[src/rtl/text_attr_pixel_generator.sv]
// text_attr_pixel_generator: walks the text screen row by row and
// streams one attributed character-width pixel slice per handshake.
module text_attr_pixel_generator #(
  parameter int TEXT_WIDTH   = 80,
  parameter int TEXT_HEIGHT  = 30,
  parameter int CHAR_WIDTH   = 8,
  parameter int CHAR_HEIGHT  = 16,
  parameter int BLINK_FRAMES = 32,
  localparam int TEXT_LEN = TEXT_WIDTH * TEXT_HEIGHT,
  localparam int TEXT_SZ  = $clog2(TEXT_LEN),
  localparam int COL_SZ   = $clog2(TEXT_WIDTH),
  localparam int ROW_SZ   = $clog2(TEXT_HEIGHT),
  localparam int FONT_AW  = 8 + $clog2(CHAR_HEIGHT)
) (
  input  logic                  clk,
  input  logic                  reset_n,
  input  logic                  start,
  input  logic [ROW_SZ-1:0]     scroll_row,
  input  logic                  cursor_en,
  input  logic [COL_SZ-1:0]     cursor_col,
  input  logic [ROW_SZ-1:0]     cursor_row,
  output logic [TEXT_SZ-1:0]    text_rd_addr,
  input  logic [15:0]           text_rd_data,
  output logic [FONT_AW-1:0]    font_rd_addr,
  input  logic [CHAR_WIDTH-1:0] font_rd_data,
  output logic                  out_valid,
  input  logic                  out_ready,
  output logic [CHAR_WIDTH-1:0] out_pixels,
  output logic [3:0]            out_fg,
  output logic [2:0]            out_bg,
  output logic [7:0]            out_char,
  output logic                  out_eol,
  output logic                  out_eof,
  output logic                  busy
);

  localparam int PR_SZ = $clog2(CHAR_HEIGHT);
  localparam int BL_SZ = $clog2(BLINK_FRAMES);

  typedef enum logic [2:0] {
    ST_IDLE,
    ST_TXT_WAIT,
    ST_TXT_CAP,
    ST_FNT_WAIT,
    ST_FNT_CAP,
    ST_OUT
  } state_t;

  state_t state;

  logic [COL_SZ-1:0]  col;
  logic [PR_SZ-1:0]   pix_row;
  logic [ROW_SZ-1:0]  text_row;
  logic [TEXT_SZ-1:0] row_base;
  logic [BL_SZ:0]     frame_cnt;
  logic [7:0]         char_q;
  logic [7:0]         attr_q;

  logic [ROW_SZ-1:0]  scroll_eff;
  logic [TEXT_SZ-1:0] base_init;
  logic [31:0]        base_sum;
  logic [TEXT_SZ-1:0] base_nxt;
  logic               last_col;
  logic               last_pr;
  logic               last_row;
  logic               blink_phase;
  logic               cursor_hit;

  // Start base, wrapped next-row base and beat position flags
  always_comb begin
    scroll_eff = scroll_row;
    if (32'(scroll_row) >= TEXT_HEIGHT)
      scroll_eff = '0;
    base_init = TEXT_SZ'(32'(scroll_eff) * TEXT_WIDTH);
    base_sum  = 32'(row_base) + TEXT_WIDTH;
    base_nxt  = TEXT_SZ'(base_sum);
    if (base_sum == TEXT_LEN)
      base_nxt = '0;
    last_col    = (col == COL_SZ'(TEXT_WIDTH - 1));
    last_pr     = (pix_row == PR_SZ'(CHAR_HEIGHT - 1));
    last_row    = (text_row == ROW_SZ'(TEXT_HEIGHT - 1));
    blink_phase = frame_cnt[BL_SZ];
    cursor_hit  = cursor_en
                && (col == cursor_col)
                && (text_row == cursor_row)
                && (pix_row >= PR_SZ'(CHAR_HEIGHT - 2))
                && blink_phase;
  end

  assign busy = (state != ST_IDLE);

  // Fetch / output sequencer; start restarts from any state
  always_ff @(posedge clk or negedge reset_n) begin
    if (!reset_n) begin
      state        <= ST_IDLE;
      col          <= '0;
      pix_row      <= '0;
      text_row     <= '0;
      row_base     <= '0;
      frame_cnt    <= '0;
      char_q       <= '0;
      attr_q       <= '0;
      text_rd_addr <= '0;
      font_rd_addr <= '0;
      out_valid    <= 1'b0;
      out_pixels   <= '0;
      out_fg       <= '0;
      out_bg       <= '0;
      out_char     <= '0;
      out_eol      <= 1'b0;
      out_eof      <= 1'b0;
    end else if (start) begin
      state        <= ST_TXT_WAIT;
      col          <= '0;
      pix_row      <= '0;
      text_row     <= '0;
      row_base     <= base_init;
      text_rd_addr <= base_init;
      frame_cnt    <= frame_cnt + 1'b1;
      out_valid    <= 1'b0;
    end else begin
      unique case (state)
        ST_IDLE: ;
        ST_TXT_WAIT: state <= ST_TXT_CAP;
        ST_TXT_CAP: begin
          char_q       <= text_rd_data[7:0];
          attr_q       <= text_rd_data[15:8];
          font_rd_addr <= {text_rd_data[7:0], pix_row};
          state        <= ST_FNT_WAIT;
        end
        ST_FNT_WAIT: state <= ST_FNT_CAP;
        ST_FNT_CAP: begin
          if (attr_q[7] && !blink_phase)
            out_pixels <= '0;
          else if (cursor_hit)
            out_pixels <= '1;
          else
            out_pixels <= font_rd_data;
          out_fg    <= attr_q[3:0];
          out_bg    <= attr_q[6:4];
          out_char  <= char_q;
          out_eol   <= last_col;
          out_eof   <= last_col && last_pr && last_row;
          out_valid <= 1'b1;
          state     <= ST_OUT;
        end
        ST_OUT: begin
          if (out_valid && out_ready) begin
            out_valid <= 1'b0;
            if (out_eof) begin
              state <= ST_IDLE;
            end else begin
              state <= ST_TXT_WAIT;
              if (!last_col) begin
                col          <= col + 1'b1;
                text_rd_addr <= text_rd_addr + 1'b1;
              end else begin
                col <= '0;
                if (!last_pr) begin
                  pix_row      <= pix_row + 1'b1;
                  text_rd_addr <= row_base;
                end else begin
                  pix_row      <= '0;
                  text_row     <= text_row + 1'b1;
                  row_base     <= base_nxt;
                  text_rd_addr <= base_nxt;
                end
              end
            end
          end
        end
        default: state <= ST_IDLE;
      endcase
    end
  end

endmodule

[config.mk]
export PLATFORM = sky130hd
export DESIGN_NAME = text_attr_pixel_generator
export DESIGN_NICKNAME = d
export VERILOG_FILES = /design/src/rtl/text_attr_pixel_generator.sv
export SDC_FILE = /design/constraint.sdc
export NUM_CORES = 1
export LEC_CHECK = 0
export ABC_AREA = 1
export CORE_ASPECT_RATIO = 0.8
export CORE_MARGIN = 2
export CORE_UTILIZATION = 35
export CTS_CLUSTER_DIAMETER = 100
export CTS_CLUSTER_SIZE = 20
export DETAILED_ROUTE_END_ITERATION = 10
export GPL_ROUTABILITY_DRIVEN = 0
export HOLD_SLACK_MARGIN = 0.02
export PLACE_DENSITY = 0.67
export SKIP_CTS_REPAIR_TIMING = 1
export SYNTH_ARGS = -nofsm -noshare
export SYNTH_HDL_FRONTEND = slang
export SYNTH_SLANG_ARGS = --single-unit
export TNS_END_PERCENT = 1
[constraint.sdc]
create_clock -name clk -period 1.54 [get_ports clk]
set_input_delay 0.154 -clock clk [delete_from_list [all_inputs] [get_ports clk]]
set_output_delay 0.154 -clock clk [all_outputs]
set_load 0.05 [all_outputs]
==> results of run 1 <==
-- per-layer routing --
metal  track usage, %  part of all wire (%)  vias up
met3            5.290                   6.4       10
li1                 -                     -     2388
met2            24.14                    43      118
met4            4.983                   1.3        0
met1            25.34                    49     2083
met5                0                     0        -
-- cell usage in the layout, fill, tap and decap left out, types with 3 or more instances in the layout --
cell type          n
nor3_1             8
nand3_1           29
xnor2_1            9
o21ai_2            3
xor2_1            14
inv_2              6
nand2_1          147
a21oi_1           30
buf_4            129
nor2_1            53
nand3_2            5
dlymetal6s2s_1     4
dfrtp_2            3
mux2_2             5
ha_1              11
nor2_4             9
nand4_1            5
o21ai_1            6
o221ai_1           4
clkbuf_16          9
ha_4               4
inv_1             81
nand2_4            6
nand2_2           12
buf_12             7
clkdlybuf4s50_1   40
a21oi_2            5
dfrtp_1           92
nor2_2             9
o21ai_0           37
-- kinds of logic after synthesis --
logic type                 synth area share, %
AOI/OAI and AO/OA                        10.85
muxes                                    1.102
buffers and inverters                    8.447
xor gates and xnor gates                 3.942
DFF                                      46.52
and+or+nand+nor                          24.83
adders and majority gates                4.309
-- final cells by class --
cell class | count | area [um2]
clock inverters | 7 | 77.57
fillers | 1371 | 6934
flip-flops and latches | 95 | 2381
multi-input cells | 437 | 2530
clock buffers | 9 | 225.2
inverters | 89 | 339.1
repair buffers | 182 | 1580
well taps | 184 | 230.2
-- final timing paths --
path | end | cells after the start
worst max-delay path | text_rd_addr[5] | 10
min in group clk | font_rd_addr[11] | 3
worst min-delay path | text_rd_addr[10] | 2
max in group asynchronous | text_row[2] | 3
worst max register to register | text_rd_addr[5] | 10
worst min register to register | frame_cnt[4] | 1
-- synth_stat cells (2+ instances only) --
cell and count:
o21a_1 2, dfrtp_1 95, nor2_2 3, o21ai_1 2, buf_4 2, clkbuf_1 8, mux2_2 5, o22ai_1 2
buf_6 3, nor3_4 2, nor3_1 10, nand2_1 160, nor2_1 67, a31oi_1 2, xnor2_1 9, nand4_1 5
ha_1 16, nand3_1 33, a21oi_2 2, inv_2 4, buf_2 3, o21bai_1 2, a211oi_1 2, o21ai_0 43
xor2_1 14, a21oi_1 33, inv_1 85, o221ai_1 4, nand2_4 4, nor3b_1 2
-- metrics by stage --
step	instance area [um2]	setup WS (ns)	utilization, %	total power [mW]	cells
3_5_place_dp	6814	-0.8978	47.66	8.004	984
5_1_grt	7363	-0.3719	51.50	11.01	1003
4_1_cts	7117	-0.5279	49.78	10.27	1000
2_1_floorplan	5140	-0.2684	-	6.377	638
6_report	7363	-0.2769	51.50	10.39	1003
3_3_place_gp	6814	-0.8555	47.66	7.950	984
-- worst max-delay path: cells and delay by family, from the launching register on --
family / cells / cell delay, ns
AND/OR/NAND/NOR: 8 / 0.90
flip-flops: 1 / 0.42
adder cells (fa/ha/maj): 1 / 0.19
buffers and inverters: 1 / 0.18
-- report_power, final --
group / switching (mW) / internal [mW]
combinational: 2.95 / 1.60
clock: 1.09 / 1.15
sequential: 0.427 / 3.17
-- registers in the layout, indices dropped and copies added (netlist names), 4 cells and up --
register / flops
attr_q: 8
out_fg: 4
out_char: 8
out_pixels: 8
pix_row: 4
frame_cnt: 6
text_rd_addr: 12
text_row: 5
col: 7
font_rd_addr: 12
row_base: 12
==> results.sh, run 1 <==
export IMPL_htree_levels=3
export IMPL_ys_ff_latch=95
export IMPL_antenna_found_initial=0
export IMPL_grt_pass1_wl_um=21410
export IMPL_synth_edf_count=0
export IMPL_hpwl_um=9581
export IMPL_relSlewSlack_pct=64.12
export IMPL_insertedDiodeCount=0
export IMPL_whs_ns=0.1272
export IMPL_clkSlewWorstSetupHoldPaths_ns=0.07
export IMPL_critPathKind="flip-flop to flip-flop"
export IMPL_ir_drop_mv=1.007
export IMPL_setup_viol=36
export IMPL_viasPerCell=4.585
export IMPL_cts_buffer_depth=2
export IMPL_tightest_slew_ns=0.5381
export IMPL_p_leak_nw=3.719
export IMPL_avgSynthCellArea_um2=8.009
export IMPL_drc_errors=0
export IMPL_cts_buffers=9
export IMPL_row_count=39
export IMPL_via_count=4599
export IMPL_power_density_nw_per_um2=1410
export IMPL_clock_fmax_mhz=550.4
export IMPL_die_area_um2=15590
export IMPL_die_w_um=139.1
export IMPL_final_setup_tns_ns=-4.389
export IMPL_ys_seq_area_share_pct=46.52
export IMPL_outcome="finished with violations"
export IMPL_core_area_um2=14300
export IMPL_cts_root_buf="clkbuf_16"
export IMPL_wire_per_inst_um=13.16
export IMPL_synth_top_area_cell="dfrtp_1"
export IMPL_drt_pass1_iter_count=5
export IMPL_synth_area_um2=5110
export IMPL_maxSlewViolCount=0
export IMPL_hold_class="primary input to async pin"
export IMPL_synth_fp_nets=701
export IMPL_dieHeight_um=112.1
export IMPL_netlist_area_leader_share_pct=46.52
export IMPL_io_pins=97
export IMPL_numPortBuffers=96
export IMPL_endpoint_kind="flip-flop"
export IMPL_reg2reg_slack_ns=-0.28
export IMPL_finalWirelength_um=13200
export IMPL_finClkSkew_ns=0.004000
export IMPL_cts_sinks=95
export IMPL_drt_iter0_markers=396
export IMPL_drive_above_1_share_pct=28.33
export IMPL_path_cells="ha_4, nor2_4, nor2_4, nand3_1, nand3_2, nor2_2, nand3_2, buf_4, nand4_1, nand3_1"
export IMPL_first_global_vias=4370
export IMPL_violations="setup timing"
export IMPL_rsz0062_at_grt="yes"
export IMPL_period_share_pct=118.0
export IMPL_grt_overflow_total=0
export IMPL_fin_ws_ns=-0.2769
export IMPL_hold_viol=0
export IMPL_syn_to_final_growth_pct=44.10
export IMPL_maxCapViolations=0
export IMPL_cp_max_fo=6
export IMPL_start_kind="flip-flop"
export IMPL_cp_startpoint="row_base[5]"
export IMPL_grt_max_degree=94
export IMPL_cp_required_ns=1.78
export IMPL_slowest_stage="dfrtp_1"
export IMPL_postRouteAntennaNets=0
export IMPL_synth_area_leaders="dfrtp_1, nand2_1, inv_1, nor2_1, o21ai_0"
export IMPL_synthArstFlopShare_pct=100.0
export IMPL_layout_nets=877
export IMPL_start_util_pct=35.74
export IMPL_synth_distinct_cells=44
export IMPL_critPathArrivalTime_ns=2.06
export IMPL_netlist_instances=638
export IMPL_r2r_start="row_base[5]"
export IMPL_cts_tree="done"
export IMPL_critPathMaxStageDelay_ns=0.42
export IMPL_yosysWarnings=0
export IMPL_synth_ff_type="dfrtp_1"
export IMPL_insertion_delay_ns=0.35
export IMPL_grtUsageTotal_pct=17.11
export IMPL_min_period_ns=1.817
Power figures use the tool's default switching activity.
==> run 2: changes to the inputs <==
--- a/config.mk
+++ b/config.mk
@@ -6,5 +6,4 @@
 export NUM_CORES = 1
 export LEC_CHECK = 0
-export ABC_AREA = 1
 export CORE_ASPECT_RATIO = 0.8
 export CORE_MARGIN = 2
==> constraint.sdc (replaced) <==
create_clock -name clk -period 1.54 [get_ports clk]
set_input_delay 0.154 -clock clk [delete_from_list [all_inputs] [get_ports clk]]
set_output_delay 0.154 -clock clk [all_outputs]
set_load 0.02 [all_outputs]
==> run 2 against run 1 <==
- the run still ends with setup timing left
- cell count is 12% lower
- largest power group is now sequential cells
- critical path depth is 2 lower
- setup slack worse by 0.15 ns
- final area is 3.9% higher
- total power is 15% lower
- area after synthesis is 0.78% lower
- highest routed layer unchanged
- sequential share of layout area is 1.2 points lower
- die area is 0.76% lower
- core utilization is 2.4 points higher
- critical path type unchanged
- via count is 1.5% lower
- global-route usage is 1.4 points higher
- combinational power is 31% lower
==> results.sh, run 2 <==
export IMPL_synth_area_um2=5070
export IMPL_insertedDiodeCount=0
export IMPL_drc_errors=0
export IMPL_cp_max_fo=6
export IMPL_hpwl_um=10480
export IMPL_cts_tree="done"
export IMPL_synth_edf_count=0
export IMPL_fin_ws_ns=-0.4233
export IMPL_synthArstFlopShare_pct=100.0
export IMPL_netlist_area_leader_share_pct=46.89
export IMPL_grt_overflow_total=0
export IMPL_switching_share_pct=33.65
export IMPL_synth_most_common_cell="dfrtp_1"
export IMPL_crit_buf_inv=1
export IMPL_layout_nets=752
export IMPL_min_period_ns=1.963
export IMPL_grt_max_degree=40
export IMPL_p_leak_nw=3.527
export IMPL_r2r_start="row_base[5]"
export IMPL_cts_buffer_depth=2
export IMPL_hold_viol=0
export IMPL_cp_startpoint="row_base[5]"
export IMPL_relSlewSlack_pct=74.16
export IMPL_yosys_top_cells_count="dfrtp_1, nand2_1, mux2_2"
export IMPL_maxSlewViolCount=0
export IMPL_cts_root_buf="clkbuf_16"
export IMPL_synth_top_area_cell="dfrtp_1"
export IMPL_power_density_nw_per_um2=1160
export IMPL_slowest_stage="dfrtp_2"
export IMPL_antenna_found_initial=0
export IMPL_maxCapViolations=0
export IMPL_die_w_um=138.6
export IMPL_yosysWarnings=0
export IMPL_outcome="finished with violations"
export IMPL_reg_top3="font_rd_addr (12), row_base (12), text_rd_addr (12)"
export IMPL_violations="setup timing"
export IMPL_drt_iter0_markers=269
export IMPL_p_int_mw=5.884
export IMPL_cts_buffers=9
export IMPL_post_route_util_pct=53.86
export IMPL_synth_fp_nets=566
export IMPL_drt_pass1_iter_count=5
export IMPL_viasPerCell=5.162
export IMPL_ir_drop_mv=0.7729
export IMPL_placedCellCount=859
export IMPL_p_comb_share_pct=35.3
export IMPL_endpoint_kind="flip-flop"
export IMPL_synth_distinct_cells=52
export IMPL_via_count=4532
export IMPL_first_global_vias=4551
export IMPL_start_util_pct=35.70
export IMPL_holdCritStartpoint="start"
export IMPL_htree_levels=3
export IMPL_syn_to_final_growth_pct=50.84
export IMPL_critPathKind="flip-flop to flip-flop"
export IMPL_grt_pass1_wl_um=23450
export IMPL_pre_cts_ws_ns=-1.026
export IMPL_ys_ff_latch=95
export IMPL_period_share_pct=127.5
export IMPL_core_area_um2=14200
export IMPL_io_pins=97
export IMPL_synth_area_leaders="dfrtp_1, mux2_2, xnor2_1, ha_1, nand2_1"
export IMPL_clockPowerShare_pct=25.3
export IMPL_cp_required_ns=1.79
export IMPL_pwr_share_seq_pct=39.4
export IMPL_cp_top_family="compound AO/OA/AOI/OAI gates"
export IMPL_insertion_delay_ns=0.35
export IMPL_dieHeight_um=111.7
export IMPL_drive_above_1_share_pct=31.41
export IMPL_die_area_um2=15470
export IMPL_avgSynthCellArea_um2=10.08
export IMPL_wire_per_inst_um=16.22
export IMPL_critPathMaxStageDelay_ns=0.47
export IMPL_p_switching_mw=2.984
export IMPL_row_count=39
export IMPL_setup_viol=64
export IMPL_synth_ff_type="dfrtp_1"
export IMPL_grtUsageTotal_pct=18.50
export IMPL_hold_class="primary input to flip-flop"
export IMPL_rsz0062_at_grt="yes"
export IMPL_critPathArrivalTime_ns=2.21
export IMPL_finalWirelength_um=14240
export IMPL_netlist_instances=503
export IMPL_final_common_cell="dfrtp_1"
export IMPL_fin_cells=878
export IMPL_start_kind="flip-flop"
export IMPL_clock_fmax_mhz=509.4
export IMPL_reg2reg_slack_ns=-0.42
export IMPL_clkSlewWorstSetupHoldPaths_ns=0.07
export IMPL_final_cell_mix="dfrtp_1, buf_4, clkdlybuf4s50_1"
export IMPL_path_cells="ha_4, a31oi_4, nor3b_1, a31o_2, buf_6, a41oi_4, mux2i_1, o31ai_1"
export IMPL_tightest_slew_ns=0.3850
export IMPL_numPortBuffers=96
export IMPL_finClkSkew_ns=0.007618
export IMPL_cts_sinks=95
export IMPL_postRouteAntennaNets=0
export IMPL_ys_seq_area_share_pct=46.89
run 2: power groups by stage:
stage | clock, mW | sequential [mW] | combinational (mW)
finish | 2.24 | 3.49 | 3.13
global route | 2.41 | 3.57 | 3.36
CTS | 2.30 | 3.48 | 3.01
detailed placement | 0 | 3.53 | 3.00
global placement | 0 | 3.48 | 2.93
floorplan | 0 | 3.93 | 1.07
run 2: cells by family after synthesis:
logic type / Yosys count / share of synthesized area (%)
and+or+nand+nor: 161 / 16.07
AOI/OAI and AO/OA: 107 / 13.18
DFF: 95 / 46.89
muxes: 42 / 9.230
buffers and inverters: 41 / 3.381
xor gates and xnor gates: 40 / 6.910
adders and majority gates: 17 / 4.344
run 2: stage by stage:
step	instance area (um2)	setup TNS [ns]	total power, mW	hold WS [ns]
floorplan	5089	-14.73	4.998	-0.1416
global placement	6969	-23.78	6.408	0.08517
detailed placement	6969	-26.26	6.529	0.09558
CTS	7269	-21.94	8.792	-0.2766
global route	7647	-17.60	9.342	0.1450
finish	7647	-11.50	8.868	0.1253
run 2: final timing paths:
kind | end | depth (start not counted)
worst max-delay path | text_rd_addr[4] | 8
worst min-delay path | state[2] | 2
worst max register to register | text_rd_addr[4] | 8
worst min register to register | frame_cnt[4] | 1
max in group asynchronous | out_valid | 3
min in group asynchronous | out_pixels[7] | 2
run 2: final cells by class:
type / count / area, um2
fillers: 1199 / 6553
multi-input cells: 367 / 2814
flip-flops and latches: 95 / 2381
repair buffers: 202 / 1869
well taps: 184 / 230.2
clock buffers: 9 / 225.2
clock inverters: 7 / 75.07
inverters: 14 / 52.55
run 2: per-layer routing:
metal | share of wire (%) | vias up | wire length, um | global-route usage (%)
met5 | 0 | - | 0 | 0
met4 | 1.5 | 0 | 212 | 4.626
met1 | 46 | 2222 | 6513 | 25.41
met3 | 4.2 | 21 | 595 | 3.226
met2 | 49 | 125 | 6917 | 30.63
li1 | - | 2164 | - | -
